<file path="src/rtl/compressor_3_to_1_pipe_pkg.sv">
// Shared constants, carry bundle and stage-geometry helpers for the
// pipelined 3-operand compressor.
package compressor_pkg;

  localparam int SLICE_W = 8;

  // The two carries a slice hands to its upper neighbour.
  typedef struct packed {
    logic c3to2;
    logic cadd;
  } slice_carry_t;

  function automatic int num_stages(input int num_slices, input int stage_slices);
    return (num_slices + stage_slices - 1) / stage_slices;
  endfunction

  function automatic int stage_of(input int slice, input int stage_slices);
    return slice / stage_slices;
  endfunction

endpackage

</file>
<file path="src/rtl/compressor_3_to_1_pipe_if.sv">
// Operand/result bundle for compressor_3_to_1_pipe.
interface compressor_3_to_1_pipe_if #(
  parameter int WIDTH = 32
);
  // Handshake: no backpressure. On every rising edge with en=1 the operands
  // are consumed and in_valid marks them as a real request; out_valid marks
  // o/co as a real result. With en=0 both sides hold and inputs are ignored.
  logic             en;
  logic             in_valid;
  logic [WIDTH-1:0] a;
  logic [WIDTH-1:0] b;
  logic [WIDTH-1:0] c;
  logic             c3to2_in;
  logic             ci;
  logic             out_valid;
  logic [WIDTH-1:0] o;
  logic [1:0]       co;

  modport master (
    output en, in_valid, a, b, c, c3to2_in, ci,
    input  out_valid, o, co
  );

  modport slave (
    input  en, in_valid, a, b, c, c3to2_in, ci,
    output out_valid, o, co
  );
endinterface

</file>
<file path="src/rtl/compressor_3_to_1_pipe_slice.sv">
// One 8-bit 3:1 compressor slice: 3:2 carry-save stage followed by a
// carry-propagate add. Purely combinational.
module compressor_3_to_1_slice
  import compressor_pkg::*;
(
  input  logic [SLICE_W-1:0] a,
  input  logic [SLICE_W-1:0] b,
  input  logic [SLICE_W-1:0] c,
  input  logic               c3to2_in,
  input  logic               ci,
  output logic [SLICE_W-1:0] o,
  output logic               c3to2_out,
  output logic               co
);

  logic [SLICE_W-1:0] s;
  logic [SLICE_W-1:0] t;

  assign s = a ^ b ^ c;
  assign t = (a & b) | (a & c) | (b & c);

  // t is weighted x2: its top bit leaves the slice, the rest shift up.
  assign {co, o} = {1'b0, s}
                 + {1'b0, t[SLICE_W-2:0], c3to2_in}
                 + {{SLICE_W{1'b0}}, ci};
  assign c3to2_out = t[SLICE_W-1];

endmodule

</file>
<file path="src/rtl/compressor_3_to_1_pipe.sv">
// Pipelined WIDTH-bit a+b+c+c3to2_in+ci built from chained 8-bit slices, with
// carry registers between stages and operand skew / sum deskew registers.
module compressor_3_to_1_pipe
  import compressor_pkg::*;
#(
  parameter int NUM_SLICES   = 4,
  parameter int STAGE_SLICES = 1
) (
  input  logic                     clk,
  input  logic                     reset,
  compressor_3_to_1_pipe_if.slave  bus
);

  localparam int WIDTH      = NUM_SLICES * SLICE_W;
  localparam int NUM_STAGES = num_stages(NUM_SLICES, STAGE_SLICES);

  logic [WIDTH-1:0]      o_w;
  logic [1:0]            co_q;
  logic [NUM_STAGES-1:0] vld_q;
  logic [NUM_STAGES-1:0] vld_d;

  for (genvar k = 0; k < NUM_SLICES; k++) begin : g_slice
    localparam int STG = stage_of(k, STAGE_SLICES);
    localparam int DSK = NUM_STAGES - STG;

    logic [SLICE_W-1:0] a_s, b_s, c_s;
    logic [SLICE_W-1:0] sum;
    slice_carry_t       cin;
    slice_carry_t       cout;
    logic [SLICE_W-1:0] dsk_q [DSK];

    if (STG == 0) begin : g_noskew
      assign a_s = bus.a[k*SLICE_W +: SLICE_W];
      assign b_s = bus.b[k*SLICE_W +: SLICE_W];
      assign c_s = bus.c[k*SLICE_W +: SLICE_W];
    end else begin : g_skew
      logic [3*SLICE_W-1:0] skew_q [STG];
      always_ff @(posedge clk) begin
        if (reset) begin
          for (int i = 0; i < STG; i++) skew_q[i] <= '0;
        end else if (bus.en) begin
          skew_q[0] <= {bus.a[k*SLICE_W +: SLICE_W], bus.b[k*SLICE_W +: SLICE_W],
                        bus.c[k*SLICE_W +: SLICE_W]};
          for (int i = 1; i < STG; i++) skew_q[i] <= skew_q[i-1];
        end
      end
      assign {a_s, b_s, c_s} = skew_q[STG-1];
    end

    // First slice of every later stage takes its carries from a register.
    if (k == 0) begin : g_cin_port
      assign cin = {bus.c3to2_in, bus.ci};
    end else if ((k % STAGE_SLICES) == 0) begin : g_cin_reg
      slice_carry_t carry_q;
      always_ff @(posedge clk) begin
        if (reset)       carry_q <= '0;
        else if (bus.en) carry_q <= g_slice[k-1].cout;
      end
      assign cin = carry_q;
    end else begin : g_cin_comb
      assign cin = g_slice[k-1].cout;
    end

    compressor_3_to_1_slice u_slice (
      .a         (a_s),
      .b         (b_s),
      .c         (c_s),
      .c3to2_in  (cin.c3to2),
      .ci        (cin.cadd),
      .o         (sum),
      .c3to2_out (cout.c3to2),
      .co        (cout.cadd)
    );

    // Last deskew entry doubles as this slice's share of the output register.
    always_ff @(posedge clk) begin
      if (reset) begin
        for (int i = 0; i < DSK; i++) dsk_q[i] <= '0;
      end else if (bus.en) begin
        dsk_q[0] <= sum;
        for (int i = 1; i < DSK; i++) dsk_q[i] <= dsk_q[i-1];
      end
    end
    assign o_w[k*SLICE_W +: SLICE_W] = dsk_q[DSK-1];
  end

  always_comb begin
    vld_d    = vld_q << 1;
    vld_d[0] = bus.in_valid;
  end

  always_ff @(posedge clk) begin
    if (reset) begin
      vld_q <= '0;
      co_q  <= '0;
    end else if (bus.en) begin
      vld_q <= vld_d;
      co_q  <= {1'b0, g_slice[NUM_SLICES-1].cout.c3to2}
             + {1'b0, g_slice[NUM_SLICES-1].cout.cadd};
    end
  end

  assign bus.o         = o_w;
  assign bus.co        = co_q;
  assign bus.out_valid = vld_q[NUM_STAGES-1];

endmodule

</file>
<file path="src/flat_wrapper.sv">
// flat-port wrapper written by rule: the top's interface ports become plain ports
module compressor_3_to_1_pipe_flat import compressor_pkg::*;
#(
  parameter int NUM_SLICES   = 4,
  parameter int STAGE_SLICES = 1
)
  (clk, reset, bus_en, bus_in_valid, bus_a, bus_b, bus_c, bus_c3to2_in, bus_ci, bus_out_valid, bus_o, bus_co);
  compressor_3_to_1_pipe_if #(.WIDTH((32))) bus_i ();
  input  logic clk;
  input  logic reset;
  input wire logic [$bits(bus_i.en)-1:0] bus_en;
  input wire logic [$bits(bus_i.in_valid)-1:0] bus_in_valid;
  input wire logic [$bits(bus_i.a)-1:0] bus_a;
  input wire logic [$bits(bus_i.b)-1:0] bus_b;
  input wire logic [$bits(bus_i.c)-1:0] bus_c;
  input wire logic [$bits(bus_i.c3to2_in)-1:0] bus_c3to2_in;
  input wire logic [$bits(bus_i.ci)-1:0] bus_ci;
  output wire logic [$bits(bus_i.out_valid)-1:0] bus_out_valid;
  output wire logic [$bits(bus_i.o)-1:0] bus_o;
  output wire logic [$bits(bus_i.co)-1:0] bus_co;
  assign bus_i.en = bus_en;
  assign bus_i.in_valid = bus_in_valid;
  assign bus_i.a = bus_a;
  assign bus_i.b = bus_b;
  assign bus_i.c = bus_c;
  assign bus_i.c3to2_in = bus_c3to2_in;
  assign bus_i.ci = bus_ci;
  assign bus_out_valid = bus_i.out_valid;
  assign bus_o = bus_i.o;
  assign bus_co = bus_i.co;
  compressor_3_to_1_pipe #(.NUM_SLICES(NUM_SLICES), .STAGE_SLICES(STAGE_SLICES)) u_core (.clk(clk), .reset(reset), .bus(bus_i));
endmodule
</file>
<file path="config.mk">
export PLATFORM = sky130hd
export DESIGN_NAME = compressor_3_to_1_pipe_flat
export DESIGN_NICKNAME = d
export VERILOG_FILES = /design/src/rtl/compressor_3_to_1_pipe_pkg.sv /design/src/rtl/compressor_3_to_1_pipe_if.sv /design/src/rtl/compressor_3_to_1_pipe_slice.sv /design/src/rtl/compressor_3_to_1_pipe.sv /design/src/flat_wrapper.sv
export SDC_FILE = /design/constraint.sdc
export NUM_CORES = 1
export LEC_CHECK = 0
export CAP_MARGIN = 15
export CORE_MARGIN = 5
export CORE_UTILIZATION = 40
export CTS_BUF_LIST = sky130_fd_sc_hd__clkbuf_8
export CTS_CLUSTER_SIZE = 28
export DETAILED_ROUTE_END_ITERATION = 10
export PLACE_DENSITY_LB_ADDON = 0.05
export SYNTH_ARGS = -nofsm -noshare
export SYNTH_HDL_FRONTEND = slang
export SYNTH_HIERARCHICAL = 1
export SYNTH_SLANG_ARGS = --single-unit
export TNS_END_PERCENT = 10
</file>
<file path="constraint.sdc">
create_clock -name clk -period 5.3 [get_ports clk]
set_input_delay 1.06 -clock clk [delete_from_list [all_inputs] [get_ports clk]]
set_output_delay 1.06 -clock clk [all_outputs]
set_load 0.02 [all_outputs]
</file>
==> results of run 1 <==
final timing paths:
kind / end / from / cells past startpoint / slack (ns)
min reg2reg: u_core/g_slice[1].cin[1] / u_core/g_slice[1].cin[1] / 2 / 0.50
max: u_core/g_slice[0].dsk_q[0][6] / bus_a[0] / 11 / 2.12
min: u_core/g_slice[1].cin[1] / u_core/g_slice[1].cin[1] / 2 / 0.50
max reg2reg: u_core/bus.co[0] / u_core/g_slice[3].g_skew.skew_q[0][64] / 12 / 2.28
sequential cells by signal, indices dropped and copies added (netlist names):
name / flops
u_core/g_slice.g_skew.skew_q: 144
u_core/vld_q: 4
u_core/bus.co: 2
u_core/g_slice.dsk_q: 80
u_core/g_slice.cin: 6
kinds of logic (layout without fill, tap and decap cells):
family	Yosys count	after routing	synth area share (%)
adder cells (fa/ha/maj)	69	69	10.4
AND/OR/NAND/NOR	302	302	16.2
AO/OA/AOI/OAI	48	48	3.00
XOR/XNOR	12	12	0.940
flip-flops	236	236	62.3
buffers and inverters	116	282	5.84
multiplexers	15	15	1.34
stage by stage:
step / utilization [%] / hold WS, ns / instances / total power [uW] / cell area, um^2
final: 48.6 / 0.499 / 1342 / 4490 / 13500
after global placement: 45.7 / 0.474 / 1267 / 2970 / 12700
after detailed placement: 45.7 / 0.486 / 1267 / 2990 / 12700
after CTS: 48.5 / 0.501 / 1341 / 4570 / 13400
after global routing: 48.6 / 0.522 / 1342 / 4780 / 13500
after floorplan: - / 0.460 / 798 / 2790 / 11200
layout make-up:
cell class | instances | share of cell area, %
repair buffers | 141 | 10.6
flip-flops and latches | 236 | 51.8
clock buffers | 44 | 4.50
multi-input cells | 446 | 26.5
inverters | 67 | 1.87
well taps | 378 | 3.52
clock inverters | 30 | 1.26
routing by layer:
| layer | up-vias | share of wire (%) |
|---|---|---|
| met5 | - | 0 |
| met4 | 0 | 2.7 |
| met2 | 123 | 52 |
| met3 | 38 | 5.1 |
| li1 | 2964 | - |
| met1 | 2773 | 40 |
cell usage in the layout, fill, tap and decap left out, drive strengths merged, types with 5 or more instances in the layout:
cell type      netlist  final
clkdlybuf4s50        0    136
clkinv               0      8
nor2                27     27
nand2b               9      9
ha                  29     29
and2               224    224
nand2                7      7
xor2                 5      5
a21oi               18     18
a311o                5      5
fa                  40     40
edfxtp             224    224
clkbuf               9     44
inv                 67     86
nor3                 5      5
o21ai                9      9
buf                 40      5
nand3                8      8
xnor2                7      7
nor2b               11     11
dfxtp               12     12
mux2i               15     15
where the power goes:
| part | leakage [uW] | total (uW) | internal [uW] | switching (uW) |
|---|---|---|---|---|
| clock network | 0.000461 | 1540 | 858 | 686 |
| registers | 0.00255 | 2250 | 2210 | 41.1 |
| logic | 0.00246 | 689 | 339 | 350 |
worst min-delay path: cells and delay by family (launching register included):
family,cells,cell delay (ns)
AND/OR/NAND/NOR,1,0.07
flip-flops,1,0.33
multiplexers,1,0.07
==> out/metrics.yaml, run 1 <==
outcome:
  status: "finished clean"
setup_path:
  crit_chain: "clkdlybuf4s50_1 > fa_1 > inv_1 > fa_1 > inv_1 > fa_1 > a21oi_1 > nor2b_1 > a31oi_1 > xnor2_1 > and2_1"
  required_ns: 5.57
  startpoint_type: "input pin"
  crit_family: "adder cells"
  path_class: "input pin to flip-flop"
  arrival_ns: 3.45
  crit_buf_inv: 3
  cpPeakStageDelay_ns: 0.55
  critPathSlowestCell: "fa_1"
  end_kind: "flip-flop"
  crit_top_cell: "fa_1"
  cp_max_fo: 2
route:
  wl_per_cell_um: 12.7
  via_per_inst: 4.39
  ant_nets: 0
  drc_errors: 0
  drtPass1Iterations: 4
  first_iter_violations: 300
  wl_um: 17000
  vias: 5898
yosys:
  synth_edf_count: 224
  ys.flop_type: "edfxtp_1"
  yosysWarnings: 6
  yosysTopAreaCell: "edfxtp_1"
  synth.area.top_cells: "edfxtp_1, and2_1, fa_1"
  synth.top_cells.by_count: "and2_1, edfxtp_1, inv_1"
  yosysTopAreaCellShare_pct: 60.2
  synth_area_um2: 11200
  synthArstFlopShare_pct: 0
  synthCells: 798
  yosysSeqAreaShare_pct: 62.3
  syn_nets: 969
  ys_types: 43
  ys_seq_elements: 236
  syn_avg_cell_area_um2: 14.0
layout:
  seq_area_um2: 6970
  final_nets: 1104
  n_antenna_cell: 0
  multi_input_area_um2: 3560
  syn_to_final_growth_pct: 20.3
  drive_gt1_share_pct: 6.64
  nFillCells: 2454
floorplan:
  coreArea_um2: 27700
  start_util_pct: 40.4
  fp-row-count: 61
  die_area_um2: 31400
  pin_count: 137
  die_w_um: 177
  die_h_um: 177
job:
  maxCapViolations: 0
sta:
  period_minus_slack_ns: 3.18
  finalSetupTns_ns: 0
  slew_headroom_pct: 33.1
  setup_viol: 0
  fmax_mhz: 315
  slew_viol_final: 0
  worst_slack_ns: 2.12
  worstMarginPinSlew_ns: 1.00
  final.period_utilization_pct: 60.0
  fin_skew_ns: 0.0248
  grt_setup_unrepaired: "false"
  hold_viol: 0
clock_network:
  hold_buffers: 0
  post_cts_buffers: 0
  cts_tree: "done"
  cts_buffer_depth: 3
  cts_buffers: 41
  cts_root_buffer: "clkbuf_8"
  clk_pin_slew_worst_paths_ns: 0.06
  htreeDepth: 2
  clock-sinks: 236
  insertion_delay_ns: 0.53
  ctsResizeCount: 0
global_routing:
  globalRouteMet1Util_pct: 13.4
  grt_max_degree: 152
  grt_pass1_wl_um: 28900
  grt.busiest_layer: "met2"
  antenna_found_initial: 0
  grt_pass1_vias: 6232
  grt_overflow: 0
  grt_use_met2_pct: 19.5
  grtUsageMet3_pct: 3.14
  grt_usage_pct: 11.3
place:
  dp.final_hpwl_um: 11200
  portBuffers: 136
  place_congestion: 0.757
  place_ws_ns: 1.59
hold_path:
  hp-class: "flip-flop to flip-flop"
power:
  ir_drop_mv: 0.144
  cellLeakagePower_uw: 0.00547
  power.density_nw_per_um2: 333
Note: power is estimated with default switching activity, not from simulation.
==> run 2, diff against run 1 <==
clock period = 2.9 ns   (was 5.3 ns; I/O delays follow)
==> run 2 against run 1 <==
  * Worst setup slack got worse by 2.0 ns
  * Register-to-register slack got worse by 2.1 ns
  * Via count about the same
  * Final area increased by 0.87%
  * Final cell count increased by 0.75%
  * Flip-flop and latch count unchanged
  * Non-clock buffer count increased by 9
  * Clock power increased by 82%
==> out/metrics.yaml, run 2 (synthesis results as in run 1) <==
setup_path:
  end_kind: "flip-flop"
  required_ns: 3.29
  crit_chain: "fa_1 > inv_1 > fa_2 > inv_1 > fa_2 > a21oi_2 > nor2b_1 > a31oi_2 > o21ai_2 > ha_1 > mux2i_1 > nor2_1"
  arrival_ns: 3.13
  critPathSlowestCell: "fa_1"
  startpoint_type: "flip-flop"
  cp_max_fo: 2
  cpPeakStageDelay_ns: 0.48
  path_class: "flip-flop to flip-flop"
  rrSetupSlack_ns: 0.16
place:
  dpl-instance-area_um2: 12800
  portBuffers: 136
  place_ws_ns: -0.277
  dp.final_hpwl_um: 11100
  place_congestion: 0.772
  place_inst: 1276
sta:
  slew_viol_final: 0
  worstMarginPinSlew_ns: 0.545
  fmax_mhz: 365
  grt_setup_unrepaired: "false"
  slew_headroom_pct: 63.7
  worst_slack_ns: 0.162
  period_minus_slack_ns: 2.74
  fin_skew_ns: 0.0186
  finalSetupTns_ns: 0
  setup_viol: 0
  final.period_utilization_pct: 94.4
  hold_viol: 0
hold_path:
  hp-class: "flip-flop to flip-flop"
floorplan:
  coreArea_um2: 27700
  die_w_um: 177
  start_util_pct: 40.4
  pin_count: 137
  die_area_um2: 31400
  die_h_um: 177
  fp-row-count: 61
layout:
  largest_register_ffs: 144
  final_cell_mix: "and2_1, edfxtp_1, clkdlybuf4s50_1"
  drive_gt1_share_pct: 8.32
  syn_to_final_growth_pct: 21.4
  stdcell_count: 1352
  n_antenna_cell: 0
  fin_area_um2: 13600
  top_register: "u_core/g_slice.g_skew.skew_q"
  final_nets: 1114
  utilization_pct: 49.0
route:
  wl_per_cell_um: 12.4
  drtPass1Iterations: 4
  ant_nets: 0
  via_per_inst: 4.36
  vias: 5896
  wl_um: 16700
  drc_errors: 0
  first_iter_violations: 208
global_routing:
  grt_pass1_vias: 5984
  antenna_found_initial: 0
  grt_pass1_wl_um: 27500
  grt_usage_pct: 10.7
  grt_overflow: 0
  grt_max_degree: 168
clock_network:
  htreeDepth: 2
  cts_tree: "done"
  cts_buffers: 42
  cts_buffer_depth: 3
  insertion_delay_ns: 0.52
  clk_pin_slew_worst_paths_ns: 0.06
  clock-sinks: 236
  hold_buffers: 0
  cts_root_buffer: "clkbuf_8"
power:
  cellLeakagePower_uw: 0.00552
  switching_share_pct: 24.0
  clockPowerShare_pct: 34.3
  power.density_nw_per_um2: 605
  p_comb_share_pct: 15.7
  cell_internal_pwr_uw: 6250
  ir_drop_mv: 0.249
  power_frac_seq_pct: 50.1
  p_switching_uw: 1970
outcome:
  status: "finished clean"
job:
  maxCapViolations: 0
[run 2: cell types whose count changed in the layout (fill, tap and decap cells not counted), moves of 2 or more]
cell      previous run  this run
buf_12               2         4
buf_4                3        10
clkbuf_8            44        47
clkinv_1             7        10
clkinv_2             1         3
fa_1                40        38
fa_2                 0         2
inv_1               85        80
[run 2: worst paths after layout]
path                                          to  depth (start not counted)                              startpoint
worst min register to register   u_core/vld_q[0]                          2                         u_core/vld_q[0]
worst max-delay path            u_core/bus.co[0]                         12  u_core/g_slice[3].g_skew.skew_q[0][64]
worst max register to register  u_core/bus.co[0]                         12  u_core/g_slice[3].g_skew.skew_q[0][64]
worst min-delay path             u_core/vld_q[0]                          2                         u_core/vld_q[0]
[run 2: layout make-up]
cell class | count | area, um^2
multi-input cells | 446 | 3580
repair buffers | 150 | 1520
flip-flops and latches | 236 | 6970
inverters | 67 | 251
clock inverters | 28 | 135
clock buffers | 47 | 647
fillers | 2470 | 14100
well taps | 378 | 473
[run 2: critical path, delay by kind of cell, from the launching register on]
family                   cells  cell delay [ns]
adder cells (fa/ha/maj)      4             1.37
AO/OA/AOI/OAI                3             0.45
flip-flops                   1             0.39
buffers and inverters        2             0.14
multiplexers                 1             0.13
AND/OR/NAND/NOR              2             0.12
[run 2: stage by stage]
| step | hold WS, ns | total power [uW] |
|---|---|---|
| after CTS | 0.499 | 8390 |
| after floorplan | 0.460 | 5090 |
| after global placement | 0.478 | 5460 |
| after global routing | 0.521 | 8690 |
| after detailed placement | 0.485 | 5490 |
| final | 0.499 | 8220 |
[run 2: repair_timing]
item | 4_1_cts | 5_1_grt
pin swaps | 2 | 1
buffers inserted | 1 | 0
gates resized for setup | 3 | 3
gates cloned | 0 | 0
endpoints found under the setup margin | 2 | 2
[run 2: per-layer routing]
layer | wire length, um | global-route usage (%)
met1 | 6720 | 12.4
met2 | 8640 | 18.9
met3 | 825 | 2.80
met4 | 548 | 4.45
met5 | 0 | 0
[run 2: power groups by stage]
stage / Combinational (uW) / Clock (uW) / Sequential [uW]
detailed placement: 1300 / 0 / 4190
CTS: 1310 / 2960 / 4120
global placement: 1280 / 0 / 4180
floorplan: 892 / 0 / 4200
finish: 1290 / 2810 / 4110
global route: 1460 / 3080 / 4140
==> run 3, diff against run 2 <==
PLACE_DENSITY_LB_ADDON = 0.12   (was 0.05)
==> run 3 against run 2 <==
  * Power decreased by 2.2%
  * Clock power decreased by 6%
  * Final cell count decreased by 0.22%
  * Critical endpoint unchanged
  * Highest routed layer unchanged
==> out/metrics.yaml, run 3 (synthesis results as in run 1) <==
setup_path:
  cp_max_fo: 2
  crit_chain: "fa_1 > inv_1 > fa_2 > inv_2 > fa_2 > a21oi_1 > nor2b_1 > a31oi_2 > o21ai_2 > ha_1 > mux2i_1 > nor2_1"
  arrival_ns: 3.11
  path_class: "flip-flop to flip-flop"
  crit_family: "adder cells"
  crit_buf_inv: 2
  end_kind: "flip-flop"
  cp-startpoint: "u_core/g_slice[3].g_skew.skew_q[0][64]"
  crit_top_cell: "fa_2"
  r2r-start: "u_core/g_slice[3].g_skew.skew_q[0][64]"
  cpPeakStageDelay_ns: 0.54
  critPathSlowestCell: "fa_1"
  startpoint_type: "flip-flop"
  required_ns: 3.30
place:
  place_ws_ns: -0.251
  place_inst: 1278
  place_congestion: 0.754
  dpl-instance-area_um2: 12800
  portBuffers: 136
  dp.final_hpwl_um: 11000
route:
  vias: 5792
  ant_nets: 0
  drc_errors: 0
  drtPass1Iterations: 4
  first_iter_violations: 334
  wl_per_cell_um: 12.4
  wl_um: 16800
  via_per_inst: 4.29
global_routing:
  grt_pass1_vias: 5854
  grt_pass1_wl_um: 28100
  grt_overflow: 0
  grt_usage_pct: 11.0
  grt_max_degree: 164
  antenna_found_initial: 0
clock_network:
  insertion_delay_ns: 0.53
  cts_buffer_depth: 3
  cts_tree: "done"
  cts_buffers: 43
  clock-sinks: 236
  clk_pin_slew_worst_paths_ns: 0.06
  hold_buffers: 0
  cts_root_buffer: "clkbuf_8"
  htreeDepth: 2
floorplan:
  fp-row-count: 61
  die_area_um2: 31400
  die_w_um: 177
  die_h_um: 177
  start_util_pct: 40.4
  coreArea_um2: 27700
  pin_count: 137
sta:
  grt_setup_unrepaired: "false"
  period_minus_slack_ns: 2.71
  setup_viol: 0
  final.period_utilization_pct: 93.3
  worstMarginPinSlew_ns: 0.518
  slew_headroom_pct: 65.5
  hold_viol: 0
  slew_viol_final: 0
  fin_skew_ns: 0.0267
  worst_slack_ns: 0.193
  fmax_mhz: 369
power:
  switching_share_pct: 24.5
  ir_drop_mv: 0.256
  cell_internal_pwr_uw: 6070
  clockPowerShare_pct: 32.7
  p_comb_share_pct: 16.1
  power.density_nw_per_um2: 594
  p_switching_uw: 1970
  power_frac_seq_pct: 51.1
  cellLeakagePower_uw: 0.00551
  totalPowerFinal_uw: 8040
hold_path:
  hp-class: "flip-flop to flip-flop"
  min_from: "u_core/vld_q[3]"
layout:
  final_nets: 1118
  nFillCells: 2516
  final_cell_mix: "and2_1, edfxtp_1, clkdlybuf4s50_1"
  stdcell_count: 1349
  top_register: "u_core/g_slice.g_skew.skew_q"
  n_antenna_cell: 0
  largest_register_ffs: 144
  fin_area_um2: 13500
  drive_gt1_share_pct: 8.24
  syn_to_final_growth_pct: 21.0
job:
  maxCapViolations: 0
outcome:
  status: "finished clean"
==> run 3: cell types whose count changed in the layout (fill, tap and decap cells not counted), sizes merged <==
| cell | previous run | this run |
|---|---|---|
| buf | 14 | 17 |
| bufinv | 1 | 0 |
| clkbuf | 47 | 44 |
| clkinv | 13 | 6 |
| clkinvlp | 0 | 1 |
| inv | 81 | 85 |
==> run 3: worst reg2reg max path, cell delays in order, from the launching register on <==
cell	delay, ns
edfxtp_1	0.39
fa_1	0.54
inv_1	0.05
fa_2	0.35
inv_2	0.07
fa_2	0.21
a21oi_1	0.07
nor2b_1	0.18
a31oi_2	0.14
o21ai_2	0.16
ha_1	0.25
mux2i_1	0.13
nor2_1	0.05
==> run 3: routing by layer <==
metal  GRT usage [%]  vias up  wire (um)  share of wire (%)
met1            13.9     2654       7230                 43
li1                -     2991          -                  -
met4            4.03        0        469                2.8
met5               0        -          0                  0
met3            3.03       40        832                5.0
met2            18.2      107       8230                 49
==> run 3: final timing paths <==
check | to | slack [ns] | depth (start not counted)
setup / recovery | u_core/bus.co[0] | 0.19 | 12
hold / removal | u_core/vld_q[3] | 0.49 | 2
setup reg to reg | u_core/bus.co[0] | 0.19 | 12
hold reg to reg | u_core/vld_q[3] | 0.49 | 2
==> run 3: area by class of cell <==
type / instances / area (um^2) / share of cell area, %
multi-input cells: 446 / 3580 / 26.5
well taps: 378 / 473 / 3.50
inverters: 67 / 251 / 1.86
repair buffers: 153 / 1550 / 11.5
clock inverters: 25 / 100 / 0.740
flip-flops and latches: 236 / 6970 / 51.5
clock buffers: 44 / 606 / 4.48
==> run 3: stage by stage <==
stage / hold WS [ns] / TNS, ns / util, %
2_1_floorplan: 0.460 / -0.884 / -
3_3_place_gp: 0.476 / -0.899 / 46.2
3_5_place_dp: 0.484 / -0.926 / 46.2
4_1_cts: 0.485 / 0 / 48.7
5_1_grt: 0.519 / 0 / 48.8
6_report: 0.492 / 0 / 48.8
==> run 3: what timing repair did <==
action / in CTS / in global routing
endpoints found under the setup margin: 2 / 2
resized for setup: 2 / 4
setup buffers: 0 / 2
pin swaps: 0 / 2
==> run 3: power groups by stage <==
stage | clock network, uW | registers, uW | logic [uW]
after floorplan | 0 | 4200 | 892
after global placement | 0 | 4180 | 1300
after detailed placement | 0 | 4180 | 1310
after CTS | 2770 | 4120 | 1320
after global routing | 2920 | 4140 | 1470
final | 2630 | 4110 | 1300
